--- src/rtl/dht11_responder.sv ---
`default_nettype none
// +----------------------------------------------------------------------+
// | dht11_responder: open-drain DHT11 sensor emulator (ACK + 40-bit frame)|
// | Revision: 1.0                                                          |
// +----------------------------------------------------------------------+
module dht11_responder #(
  parameter int START_MIN_CYC = 900000,
  parameter int RESP_DLY_CYC  = 1500,
  parameter int ACK_LOW_CYC   = 4000,
  parameter int ACK_HIGH_CYC  = 4000,
  parameter int BIT_LOW_CYC   = 2500,
  parameter int BIT0_HIGH_CYC = 1350,
  parameter int BIT1_HIGH_CYC = 3500
) (
  input  logic       i_Clock,
  input  logic       i_Rst,
  input  logic       i_En,
  input  logic       i_Dht_Line,
  output logic       o_Drive_Low,
  input  logic [7:0] i_Hum_Int,
  input  logic [7:0] i_Hum_Float,
  input  logic [7:0] i_Temp_Int,
  input  logic [7:0] i_Temp_Float,
  input  logic [7:0] i_Crc_Xor,
  output logic       o_Busy,
  output logic       o_Done
);

  localparam logic [23:0] c_start_min = 24'(START_MIN_CYC);
  localparam logic [23:0] c_resp_last = 24'(RESP_DLY_CYC - 1);
  localparam logic [23:0] c_ackl_last = 24'(ACK_LOW_CYC - 1);
  localparam logic [23:0] c_ackh_last = 24'(ACK_HIGH_CYC - 1);
  localparam logic [23:0] c_bitl_last = 24'(BIT_LOW_CYC - 1);
  localparam logic [23:0] c_bit0_last = 24'(BIT0_HIGH_CYC - 1);
  localparam logic [23:0] c_bit1_last = 24'(BIT1_HIGH_CYC - 1);
  localparam logic [5:0]  c_last_bit  = 6'd39;

  typedef enum logic [2:0] {
    S_IDLE      = 3'd0,
    S_START_LOW = 3'd1,
    S_WAIT_DLY  = 3'd2,
    S_ACK_LOW   = 3'd3,
    S_ACK_HIGH  = 3'd4,
    S_BIT_LOW   = 3'd5,
    S_BIT_HIGH  = 3'd6,
    S_END_LOW   = 3'd7
  } state_t;

  state_t      r_state;
  logic [23:0] r_cnt;
  logic [5:0]  r_bit_idx;
  logic [39:0] r_shift;
  logic        r_line_meta;
  logic        r_line;

  logic [7:0]  w_sum;
  logic [23:0] w_bit_high_last;

  assign w_sum           = 8'(i_Hum_Int + i_Hum_Float + i_Temp_Int + i_Temp_Float);
  assign w_bit_high_last = r_shift[39] ? c_bit1_last : c_bit0_last;

  // Synchronizer resets to the idle-high level so reset never looks like a start.
  always_ff @(posedge i_Clock) begin
    if (i_Rst) begin
      r_line_meta <= 1'b1;
      r_line      <= 1'b1;
    end else begin
      r_line_meta <= i_Dht_Line;
      r_line      <= r_line_meta;
    end
  end

  always_ff @(posedge i_Clock) begin
    if (i_Rst) begin
      r_state     <= S_IDLE;
      r_cnt       <= '0;
      r_bit_idx   <= '0;
      r_shift     <= '0;
      o_Drive_Low <= 1'b0;
      o_Busy      <= 1'b0;
      o_Done      <= 1'b0;
    end else if (!i_En) begin
      r_state     <= S_IDLE;
      r_cnt       <= '0;
      r_bit_idx   <= '0;
      o_Drive_Low <= 1'b0;
      o_Busy      <= 1'b0;
      o_Done      <= 1'b0;
    end else begin
      o_Done <= 1'b0;
      case (r_state)
        S_IDLE: begin
          o_Drive_Low <= 1'b0;
          o_Busy      <= 1'b0;
          if (!r_line) begin
            r_cnt   <= '0;
            r_state <= S_START_LOW;
          end
        end
        S_START_LOW: begin
          if (!r_line) begin
            if (r_cnt < c_start_min) r_cnt <= r_cnt + 24'd1;
          end else if (r_cnt >= c_start_min) begin
            r_shift   <= {i_Hum_Int, i_Hum_Float, i_Temp_Int, i_Temp_Float,
                          w_sum ^ i_Crc_Xor};
            r_bit_idx <= '0;
            r_cnt     <= '0;
            o_Busy    <= 1'b1;
            r_state   <= S_WAIT_DLY;
          end else begin
            r_state <= S_IDLE;
          end
        end
        S_WAIT_DLY: begin
          if (r_cnt == c_resp_last) begin
            r_cnt       <= '0;
            o_Drive_Low <= 1'b1;
            r_state     <= S_ACK_LOW;
          end else r_cnt <= r_cnt + 24'd1;
        end
        S_ACK_LOW: begin
          if (r_cnt == c_ackl_last) begin
            r_cnt       <= '0;
            o_Drive_Low <= 1'b0;
            r_state     <= S_ACK_HIGH;
          end else r_cnt <= r_cnt + 24'd1;
        end
        S_ACK_HIGH: begin
          if (r_cnt == c_ackh_last) begin
            r_cnt       <= '0;
            o_Drive_Low <= 1'b1;
            r_state     <= S_BIT_LOW;
          end else r_cnt <= r_cnt + 24'd1;
        end
        S_BIT_LOW: begin
          if (r_cnt == c_bitl_last) begin
            r_cnt       <= '0;
            o_Drive_Low <= 1'b0;
            r_state     <= S_BIT_HIGH;
          end else r_cnt <= r_cnt + 24'd1;
        end
        S_BIT_HIGH: begin
          // The released width encodes the bit; both exits begin a low phase.
          if (r_cnt == w_bit_high_last) begin
            r_cnt       <= '0;
            r_shift     <= {r_shift[38:0], 1'b0};
            r_bit_idx   <= r_bit_idx + 6'd1;
            o_Drive_Low <= 1'b1;
            r_state     <= (r_bit_idx == c_last_bit) ? S_END_LOW : S_BIT_LOW;
          end else r_cnt <= r_cnt + 24'd1;
        end
        S_END_LOW: begin
          if (r_cnt == c_bitl_last) begin
            r_cnt       <= '0;
            o_Drive_Low <= 1'b0;
            o_Busy      <= 1'b0;
            o_Done      <= 1'b1;
            r_state     <= S_IDLE;
          end else r_cnt <= r_cnt + 24'd1;
        end
        default: begin
          r_state     <= S_IDLE;
          o_Drive_Low <= 1'b0;
          o_Busy      <= 1'b0;
        end
      endcase
    end
  end

endmodule
`default_nettype wire
--- config.mk ---
export PLATFORM = sky130hd
export DESIGN_NAME = dht11_responder
export DESIGN_NICKNAME = d
export VERILOG_FILES = /design/src/rtl/dht11_responder.sv
export SDC_FILE = /design/constraint.sdc
export NUM_CORES = 1
export LEC_CHECK = 0
export CORE_ASPECT_RATIO = 1.2
export CORE_MARGIN = 2
export CORE_UTILIZATION = 43
export CTS_CLUSTER_DIAMETER = 40
export DETAILED_ROUTE_END_ITERATION = 8
export SYNTH_ARGS = -nofsm -noshare
export SYNTH_HDL_FRONTEND = slang
export SYNTH_SLANG_ARGS = --single-unit
--- constraint.sdc ---
create_clock -name i_Clock -period 5.1 [get_ports i_Clock]
set_input_delay 1.02 -clock i_Clock [delete_from_list [all_inputs] [get_ports i_Clock]]
set_output_delay 1.02 -clock i_Clock [all_outputs]
set_load 0.02 [all_outputs]
==> flow_metrics.py <==
metrics = {
    "yosys": {
        "ys_async_sr_fraction": 0,
        "synth_cell_types": 60,
        "syn-num-nets": 672,
        "ys.flop_type": "dfxtp_1",
        "yosysWarningCount": 0,
        "avgSynthCellArea_um2": 8.019,
        "synth-edff-count": 0,
        "syn_area_um2": 4843,
        "synth-seq-cells": 78,
        "seq_area_frac_synth": 0.3224,
        "netlist_instances": 604,
    },
    "global_route": {
        "track_usage": 0.2229,
        "grt_pass1_vias": 4517,
        "grt_max_degree": 47,
        "grt_pass1_wl_um": 21600,
        "grt_overflow": 0,
        "antenna_found_initial": 0,
    },
    "drt": {
        "ant_nets": 0,
        "dr.pass1.iters": 5,
        "vias_per_cell": 6.026,
        "drc": 0,
        "initialDrtViolationCount": 209,
        "post_drt_wl_per_cell_um": 17.02,
        "wl_um": 12970,
        "vias": 4592,
    },
    "critical_path": {
        "crit_arrival_ns": 4.49,
        "timing.critical_path.buf_inv": 4,
        "crit_fanout": 3,
        "cp_top_family": "adder cells",
        "max_stage_delay_ns": 0.53,
        "cp_slowest_cell": "clkdlybuf4s50_1",
        "critPathLaunchType": "primary input",
        "cp-end-kind": "register",
        "cp.required_ns": 5.35,
        "path_class": "primary input to register",
        "crit_chain": "clkdlybuf4s50_1 -> inv_1 -> fa_1 -> fa_1 -> inv_1 -> ha_1 -> inv_1 -> fa_1 -> nor2b_1 -> o21ai_0 -> a21o_1 -> nand3_1 -> or3b_2 -> a311oi_1",
    },
    "timing": {
        "tightest_slew_ns": 1.153,
        "fmax_ghz": 0.2354,
        "rsz0062_at_grt": "false",
        "tns_ns": 0,
        "period_minus_slack_ns": 4.248,
        "setup_viol": 0,
        "hold_slack_ns": 0.4148,
        "finClkSkew_ns": 0.008900,
        "drv_slew": 0,
        "relSlewSlack": 0.2264,
        "report.final.hold_viol_count": 0,
        "post-route-period-util": 0.8328,
    },
    "clocking": {
        "cts.htree.levels": 3,
        "clkSinkCount": 78,
        "clkLatencyLatePin_ns": 0.34,
        "post_cts_resized": 0,
        "cts-root-buf": "clkbuf_16",
        "cts_inserted_buffers": 9,
        "cts_tree": "built",
        "path_clk_slew_ns": 0.06,
        "hold_buffers": 0,
        "cts.path.max_buffers": 2,
        "cts_setup_buffers": 0,
    },
    "place": {
        "dp.final_hpwl_um": 9197,
        "place.port_buffers": 46,
        "gp_congestion": 0.8887,
        "dp_cells": 748,
    },
    "floorplan": {
        "rows": 42,
        "die_w_um": 100.9,
        "dieArea_um2": 12130,
        "start_util": 0.4410,
        "core_um2": 10980,
        "die_h_um": 120.3,
        "pin_count": 47,
    },
    "job": {
        "cap_violations": 0,
    },
    "finish": {
        "fillers": 1080,
        "layout-drive-gt1-share": 0.06349,
        "nets": 695,
        "syn_to_final_growth_pct": 15.99,
        "antenna_cells": 0,
        "layout.cells.non_filler": 762,
    },
    "worst_hold_path": {
        "holdCritPathClass": "register to register",
    },
    "power_and_ir_drop": {
        "power_leakage_nw": 1.888,
        "p_per_area_nw_per_um2": 272.5,
        "ir_drop_mv": 0.1481,
        "fin_total_pwr_mw": 1.531,
    },
    "run_status": {
        "status": "complete, no violations",
    },
}
-- cell families (layout without fill, tap and decap cells) --
logic type | Yosys count | in the layout | share of synthesized area
simple gates | 209 | 209 | 0.2227
compound gates | 184 | 184 | 0.2547
buf+inv | 87 | 113 | 0.07621
mux | 2 | 2 | 0.004133
flops | 78 | 78 | 0.3224
fa+ha+maj | 24 | 24 | 0.08370
xor+xnor | 20 | 20 | 0.03617
-- cells in the mapped netlist (3+ instances only) --
master / number / area (um^2)
ha_1: 10 / 125.1
clkbuf_1: 23 / 86.33
or3_1: 10 / 62.56
nor3_1: 5 / 25.02
nor2_1: 18 / 67.56
a21oi_1: 77 / 385.4
nor4bb_1: 3 / 30.03
nand2b_1: 3 / 18.77
buf_2: 12 / 60.06
o21ai_0: 22 / 110.1
xor2_1: 7 / 61.31
or2_2: 5 / 31.28
buf_4: 3 / 22.52
inv_1: 46 / 172.7
fa_1: 14 / 280.3
dfxtp_1: 78 / 1562
o211ai_1: 4 / 30.03
o2111ai_1: 3 / 26.28
nand4b_1: 4 / 35.03
nor4_1: 4 / 25.02
nand4_1: 10 / 62.56
or4_1: 20 / 150.1
xnor2_1: 13 / 113.9
a311oi_1: 34 / 297.8
a21o_1: 3 / 22.52
o31ai_1: 18 / 135.1
nand3_1: 12 / 60.06
nand2_1: 99 / 371.6
o21a_1: 4 / 30.03
-- path summary, 6_finish.rpt --
kind / startpoint / to / slack (ns) / cells after the start
worst min-delay path: r_line_meta$_SDFF_PP1_ / r_line$_SDFF_PP1_ / 0.41 / 1
worst max-delay path: i_Temp_Int[1] / r_shift[7]$_SDFFE_PP0P_ / 0.85 / 14
worst max register to register: r_cnt[20]$_SDFFE_PP0P_ / r_shift[30]$_SDFFE_PP0P_ / 1.91 / 7
worst min register to register: r_line_meta$_SDFF_PP1_ / r_line$_SDFF_PP1_ / 0.41 / 1
-- report_power, final --
part | internal (mW) | leakage [nW] | total [mW] | switching (mW)
logic | 0.134 | 1.12 | 0.275 | 0.141
clock network | 0.388 | 0.138 | 0.643 | 0.255
registers | 0.610 | 0.628 | 0.613 | 0.00225
-- per-layer routing --
layer	wire (um)	vias to the layer above	global-route usage
met3	548	24	0.03988
li1	-	2222	-
met1	5546	2233	0.2647
met5	0	-	0
met4	309	0	0.09418
met2	6568	113	0.3900
-- placed cells by master (no fill, tap or decap), types with 12 or more instances in the layout --
master	Yosys	layout
nand2_1	99	99
or4_1	20	20
dfxtp_1	78	78
nor2_1	18	18
fa_1	14	14
o21ai_0	22	22
a21oi_1	77	76
xnor2_1	13	13
o31ai_1	18	18
inv_1	46	46
a311oi_1	34	34
nand3_1	12	12
clkdlybuf4s50_1	0	46
-- worst reg2reg max path, delay by kind of cell, from the launching register on --
kind	cells	cell delay, ns
AND/OR/NAND/NOR	2	0.95
AO/OA/AOI/OAI	4	1.38
flip-flops	1	0.34
buffers and inverters	1	0.42
-- metrics by stage --
stage	cell area, um^2	util	worst slack, ns
finish	5618	0.5115	0.8525
global route	5618	0.5115	0.6230
detailed placement	5329	0.4852	0.5155
CTS	5618	0.5115	0.8655
floorplan	4843	-	1.219
global placement	5329	0.4852	0.6039
-- sequential cells by signal, summed over array words and instances (netlist names) --
name and flops:
r_shift 40, r_cnt 24, r_bit_idx 6, r_state 3, o_Busy 1, o_Done 1
o_Drive_Low 1, r_line 1, r_line_meta 1
-- layout make-up --
class                   count  area, um^2  share of cell area
inverters                  46       172.7             0.03074
well taps                 132       165.2             0.02940
clock inverters             3       46.29            0.008241
multi-input cells         439        2917              0.5192
flip-flops and latches     78        1562              0.2780
clock buffers              11       242.7             0.04321
repair buffers             53       513.0             0.09131
(Power assumes the default switching activity.)
==> RTL change 1, RTL diff (same flow settings) <==
Make the reset (`i_Rst`) asynchronous in 2 clocked blocks. Comments in the files are not updated.
--- a/src/rtl/dht11_responder.sv
+++ b/src/rtl/dht11_responder.sv
@@ -61,5 +61,5 @@
 
   // Synchronizer resets to the idle-high level so reset never looks like a start.
-  always_ff @(posedge i_Clock) begin
+  always_ff @(posedge i_Clock or posedge i_Rst) begin
     if (i_Rst) begin
       r_line_meta <= 1'b1;
@@ -71,5 +71,5 @@
   end
 
-  always_ff @(posedge i_Clock) begin
+  always_ff @(posedge i_Clock or posedge i_Rst) begin
     if (i_Rst) begin
       r_state     <= S_IDLE;
Function: no difference found for any inputs over 10 cycles, from zero or initial values and one cycle with i_Rst high; that may be too few to reach the edited logic, so the function may still have changed.
==> RTL change 1 against the unedited design <==
- power down 0.66%
- wire length shrank 7.4%
- sequential share of layout area rose by 6.1 points
- final area increased by 2.8%
- sequential cell count is the same
- area after synthesis grew 1.6%
- combinational power rose by 7.6%
- setup slack gained 0.48 ns
- critical path type unchanged
- critical endpoint is now r_shift[7]$_DFFE_PP0P_
==> RTL change 1: results (changes against the unedited design) <==
run status complete, no violations (unchanged); initial antenna violation count 0 (unchanged); largest net degree at the start of global routing 66 (was 47); reg2reg setup slack 1.77 ns (was 1.91 ns); Max Used Layer met4 (unchanged); Root Driver clkbuf_16 (unchanged); GRT Total Usage 0.213 (was 0.223); htree depth 3 (unchanged); Syn Nets 654 (was 672); worst r2r src r_cnt[11]$_DFFE_PP0P_ (was r_cnt[20]$_SDFFE_PP0P_); biggest regs r_shift (40), r_cnt (24), r_bit_idx (6) (unchanged); Routed met1 length 5280 um (was 5550 um); leakage 0.00248 uW (was 0.00189 uW); Worst-path clk slew 0.06 ns (about the same); ys async rst share 1.00 (was 0); yosys warns 0 (unchanged); worst slack at placement 0.972 ns (was 0.516 ns); worst skew pair latency about 0.33 ns; Clock Path Buffers 2 (unchanged); FF-to-FF path depth 7 (unchanged); WP data arrival 3.97 ns (was 4.49 ns); Layout Nets 686 (was 695); GPL Wtd Cong 0.872 (was 0.889); Synth area leaders dfrtp_1, o21ai_0, nand2_1, fa_1, a21oi_1 (was dfxtp_1, a21oi_1, nand2_1, a311oi_1, fa_1); Num CTS Buffers 9 (unchanged); DP Area 5500 sq um (was 5330 sq um); sequential fraction of the synthesis area 0.397 (was 0.322); drt pass-1 iters 4 (was 5); PortBufs 46 (unchanged); main flop type after synthesis dfrtp_1 (was dfxtp_1); initial DRC count 248 (was 209); diode count 0 (unchanged); critical-path maximum fanout 2 (was 3); worst setup margin 1.33 ns (was 0.852 ns); share of cells above drive strength 1 0.0610 (was 0.0635); HPWL Detailed 8760 um (was 9200 um); reg2reg end r_shift[0]$_DFFE_PP0P_ (was r_shift[30]$_SDFFE_PP0P_); WL met2 6070 um (was 6570 um); Worst Setup SP i_Hum_Int[1] (was i_Temp_Int[1]); worst vdd ir 0.139 mV (was 0.148 mV); final wirelength 12000 um (was 13000 um); CP endpoint r_shift[7]$_DFFE_PP0P_ (was r_shift[7]$_SDFFE_PP0P_); routed vias 4178 (was 4592); CTS resizes 0 (unchanged); Hold WC Path Type register to register (unchanged); Met3 Wirelength 391 um (was 548 um); synth unique cells 58 (was 60); Setup Fix Bufs, Post-CTS 0 (unchanged); Worst-Margin Slew 0.960 ns (was 1.15 ns); Post-synth top cells nand2_1, dfrtp_1, o21ai_0 (was nand2_1, dfxtp_1, a21oi_1); vias in the first global route 4214 (was 4517); global-route wire length before repair 20500 um (was 21600 um); clock skew 0.00513 ns (was 0.00890 ns)
==> RTL change 1: cell types whose count changed in the layout (fill, tap and decap cells not counted), moves of 15 or more <==
cell      unedited run  this run
a311oi_1            34         0
dfrtp_1              0        76
o31ai_1             18         3
or4_1               20         2
nand2_1             99        78
dfxtp_1             78         0
a21oi_1             76        50
o21ai_0             22        68
nor2_1              18        44
==> RTL change 1: kinds of logic (layout without fill, tap and decap cells) <==
logic type,count (synthesis),count (layout),synth area share
AOI/OAI and AO/OA,153,153,0.178
xor gates and xnor gates,19,19,0.0338
adders and majority gates,24,24,0.0824
buffers and inverters,87,124,0.0697
DFF,78,78,0.397
muxes,12,12,0.0249
and+or+nand+nor,213,213,0.214
==> RTL change 1: area by class of cell <==
class,instances,area (sq um)
flip-flops and latches,78,1950
inverters,56,211
well taps,154,193
clock inverters,6,37.5
fillers,1051,5310
clock buffers,10,239
multi-input cells,421,2630
repair buffers,52,505
==> RTL change 1: power by group <==
group          leakage [uW]  switching, uW  internal, uW
Combinational       0.00127            151           146
Clock              0.000130            257           340
Sequential          0.00108           4.50           624
Total               0.00248            412          1110
==> RTL change 1: stage by stage <==
stage | cells | utilization | hold WS (ns)
finish | 777 | 0.521 | 0.359
global route | 777 | 0.521 | 0.363
CTS | 777 | 0.521 | 0.358
detailed placement | 761 | 0.496 | 0.349
global placement | 761 | 0.496 | 0.349
floorplan | 586 | - | 0.345
==> RTL change 1: per-layer routing <==
layer  global-route usage  vias up
met2                0.356      104
li1                     -     2077
met4               0.0845        0
met1                0.274     1974
met3               0.0317       23
met5                    0        -
==> RTL change 1: worst min-delay path by stage <==
stage,cells after the start,slack (ns),startpoint,endpoint
2_1_floorplan,0,0.35,r_line_meta$_DFF_PP1_,r_line$_DFF_PP1_
3_5_place_dp,0,0.35,r_line_meta$_DFF_PP1_,r_line$_DFF_PP1_
6_report,0,0.36,r_line_meta$_DFF_PP1_,r_line$_DFF_PP1_
3_3_place_gp,0,0.35,r_line_meta$_DFF_PP1_,r_line$_DFF_PP1_
5_1_grt,0,0.36,r_line_meta$_DFF_PP1_,r_line$_DFF_PP1_
4_1_cts,0,0.36,r_line_meta$_DFF_PP1_,r_line$_DFF_PP1_
==> RTL change 1: critical path, cell delays in order <==
cell and delay, ns:
clkdlybuf4s50_1 0.45, inv_1 0.06, fa_1 0.56, fa_1 0.41, inv_1 0.08, ha_1 0.16
inv_1 0.05, fa_1 0.41, nor2b_1 0.13, o21ai_0 0.08, nand2b_1 0.11, a31oi_1 0.10
xnor2_1 0.13, mux2i_1 0.12, o21ai_0 0.09
==> RTL change 2, RTL diff (same settings) <==
Made on the original files. The parameter `START_MIN_CYC` goes from 900000 to 675000.
--- a/src/rtl/dht11_responder.sv
+++ b/src/rtl/dht11_responder.sv
@@ -5,5 +5,5 @@
 // +----------------------------------------------------------------------+
 module dht11_responder #(
-  parameter int START_MIN_CYC = 900000,
+  parameter int START_MIN_CYC = 675000,
   parameter int RESP_DLY_CYC  = 1500,
   parameter int ACK_LOW_CYC   = 4000,
Behaviour: no difference found for any inputs over 10 cycles, from zero or initial values and one cycle with i_Rst high; that may be too few to reach the edited logic, so the function may still have changed.
==> RTL change 2 against the unedited design <==
- synthesized cell count rose by 0.99%
- sequential power barely moved
- final area barely moved
- fmax rose by 7.7%
- sequential cell count did not move
- clock skew fell by 0.00082 ns
- utilization fell by 0.23 points
- setup slack improved by 0.30 ns
- power fell by 5.0%
- final cell count did not move
- area after synthesis rose by 0.98%
- critical endpoint unchanged
- wire length fell by 0.58%
==> RTL change 2: results (changes against the unedited design) <==
GPL Wtd Cong 0.919 (was 0.889); worst vdd ir 0.198 mV (was 0.148 mV); synth unique cells 66 (was 60); run status complete, no violations (unchanged); critical-path maximum fanout 2 (was 3); ys async rst share 0 (unchanged); WP data arrival 4.18 ns (was 4.49 ns); Fill cells 1081 (was 1080); Synth area leaders dfxtp_1, nand2_1, a21oi_1, a311oi_1, fa_1 (was dfxtp_1, a21oi_1, nand2_1, a311oi_1, fa_1); GRT Total Usage 0.224 (was 0.223); initial DRC count 203 (was 209); worst r2r src r_cnt[7]$_SDFFE_PP0P_ (was r_cnt[20]$_SDFFE_PP0P_); htree depth 3 (unchanged); Post-synth top cells nand2_1, dfxtp_1, a21oi_1 (unchanged); share of cells above drive strength 1 0.0683 (was 0.0635); main flop type after synthesis dfxtp_1 (unchanged); clock skew 0.00808 ns (was 0.00890 ns); worst slack at placement 0.804 ns (was 0.516 ns); global-route wire length before repair 21900 um (was 21600 um); sequential fraction of the synthesis area 0.319 (was 0.322); vias in the first global route 4411 (was 4517); final wirelength 12900 um (was 13000 um); drt pass-1 iters 5 (unchanged); largest net degree at the start of global routing 47 (unchanged); Hold WS 0.415 ns (about the same); reg2reg setup slack 1.85 ns (was 1.91 ns); Avg Vias per Cell 5.93 (was 6.03); initial antenna violation count 0 (unchanged); reg2reg end r_cnt[5]$_SDFFE_PP0P_ (was r_shift[30]$_SDFFE_PP0P_); Layout Nets 694 (was 695); relative slew slack 0.390 (was 0.226); CTS resizes 0 (unchanged); DP Area 5360 sq um (was 5330 sq um); leakage 0.00194 uW (was 0.00189 uW); Syn Nets 678 (was 672); HPWL Detailed 9200 um (about the same)
RTL change 2: cell count changes after synthesis, moves of 4 or more:
cell	delta
clkbuf_1	+7
and2_1	+6
or4_1	-12
nor4_1	+7
a21oi_1	-12
o21a_1	-4
nor2_1	+4
o31ai_1	-11
xnor2_1	+6
RTL change 2: critical path: stages:
cell and delay (ns):
clkdlybuf4s50_1 0.49, inv_1 0.10, fa_1 0.57, fa_1 0.42, inv_1 0.07, ha_1 0.16
inv_1 0.06, fa_1 0.39, nor2b_1 0.12, o21ai_0 0.08, nand2b_1 0.11, a31oi_1 0.10
xnor2_1 0.15, nand2_1 0.06, a311oi_1 0.27
RTL change 2: logic make-up (layout without fill, tap and decap cells):
family / Yosys count / after routing / share of synthesized area
xor gates and xnor gates: 25 / 25 / 0.0448
adders and majority gates: 24 / 24 / 0.0829
and+or+nand+nor: 212 / 212 / 0.220
DFF: 78 / 78 / 0.319
muxes: 4 / 4 / 0.00819
buffers and inverters: 94 / 114 / 0.0785
AOI/OAI and AO/OA: 173 / 173 / 0.247
RTL change 2: cell type report:
cell class | count | area (sq um) | share of cell area
Clock buffer | 10 | 229 | 0.0407
Clock inverter | 5 | 27.5 | 0.00490
Inverter | 47 | 176 | 0.0314
Multi-Input combinational cell | 438 | 2950 | 0.526
Sequential cell | 78 | 1560 | 0.278
Tap cell | 132 | 165 | 0.0294
Timing Repair Buffer | 52 | 505 | 0.0900
RTL change 2: worst max path at each step:
stage | startpoint | end | slack [ns] | depth (start not counted)
after floorplan | i_Hum_Int[1] | r_shift[7]$_SDFFE_PP0P_ | 1.54 | 14
after global placement | i_Hum_Int[1] | r_shift[7]$_SDFFE_PP0P_ | 0.90 | 15
after detailed placement | i_Hum_Int[1] | r_shift[7]$_SDFFE_PP0P_ | 0.80 | 15
after CTS | i_Hum_Int[1] | r_shift[7]$_SDFFE_PP0P_ | 1.16 | 15
after global routing | i_Hum_Int[1] | r_shift[7]$_SDFFE_PP0P_ | 0.86 | 15
final | i_Hum_Int[1] | r_shift[7]$_SDFFE_PP0P_ | 1.16 | 15
RTL change 2: stage by stage:
stage	instances	power [uW]	util
after global routing	762	1530	0.509
after CTS	762	1470	0.509
final	762	1450	0.509
after floorplan	610	815	-
after detailed placement	747	896	0.486
after global placement	747	891	0.486
RTL change 2: metal layers:
metal | global-route usage | wire length [um]
met2 | 0.392 | 6680
met3 | 0.0376 | 403
met5 | 0 | 0
met1 | 0.281 | 5620
met4 | 0.0608 | 191
RTL change 2: where the power goes:
part	switching (uW)	internal (uW)	leakage (uW)	total, uW
registers	1.76	610	0.000628	612
logic	137	132	0.00119	269
clock network	250	323	0.000128	573
total	389	1070	0.00194	1450
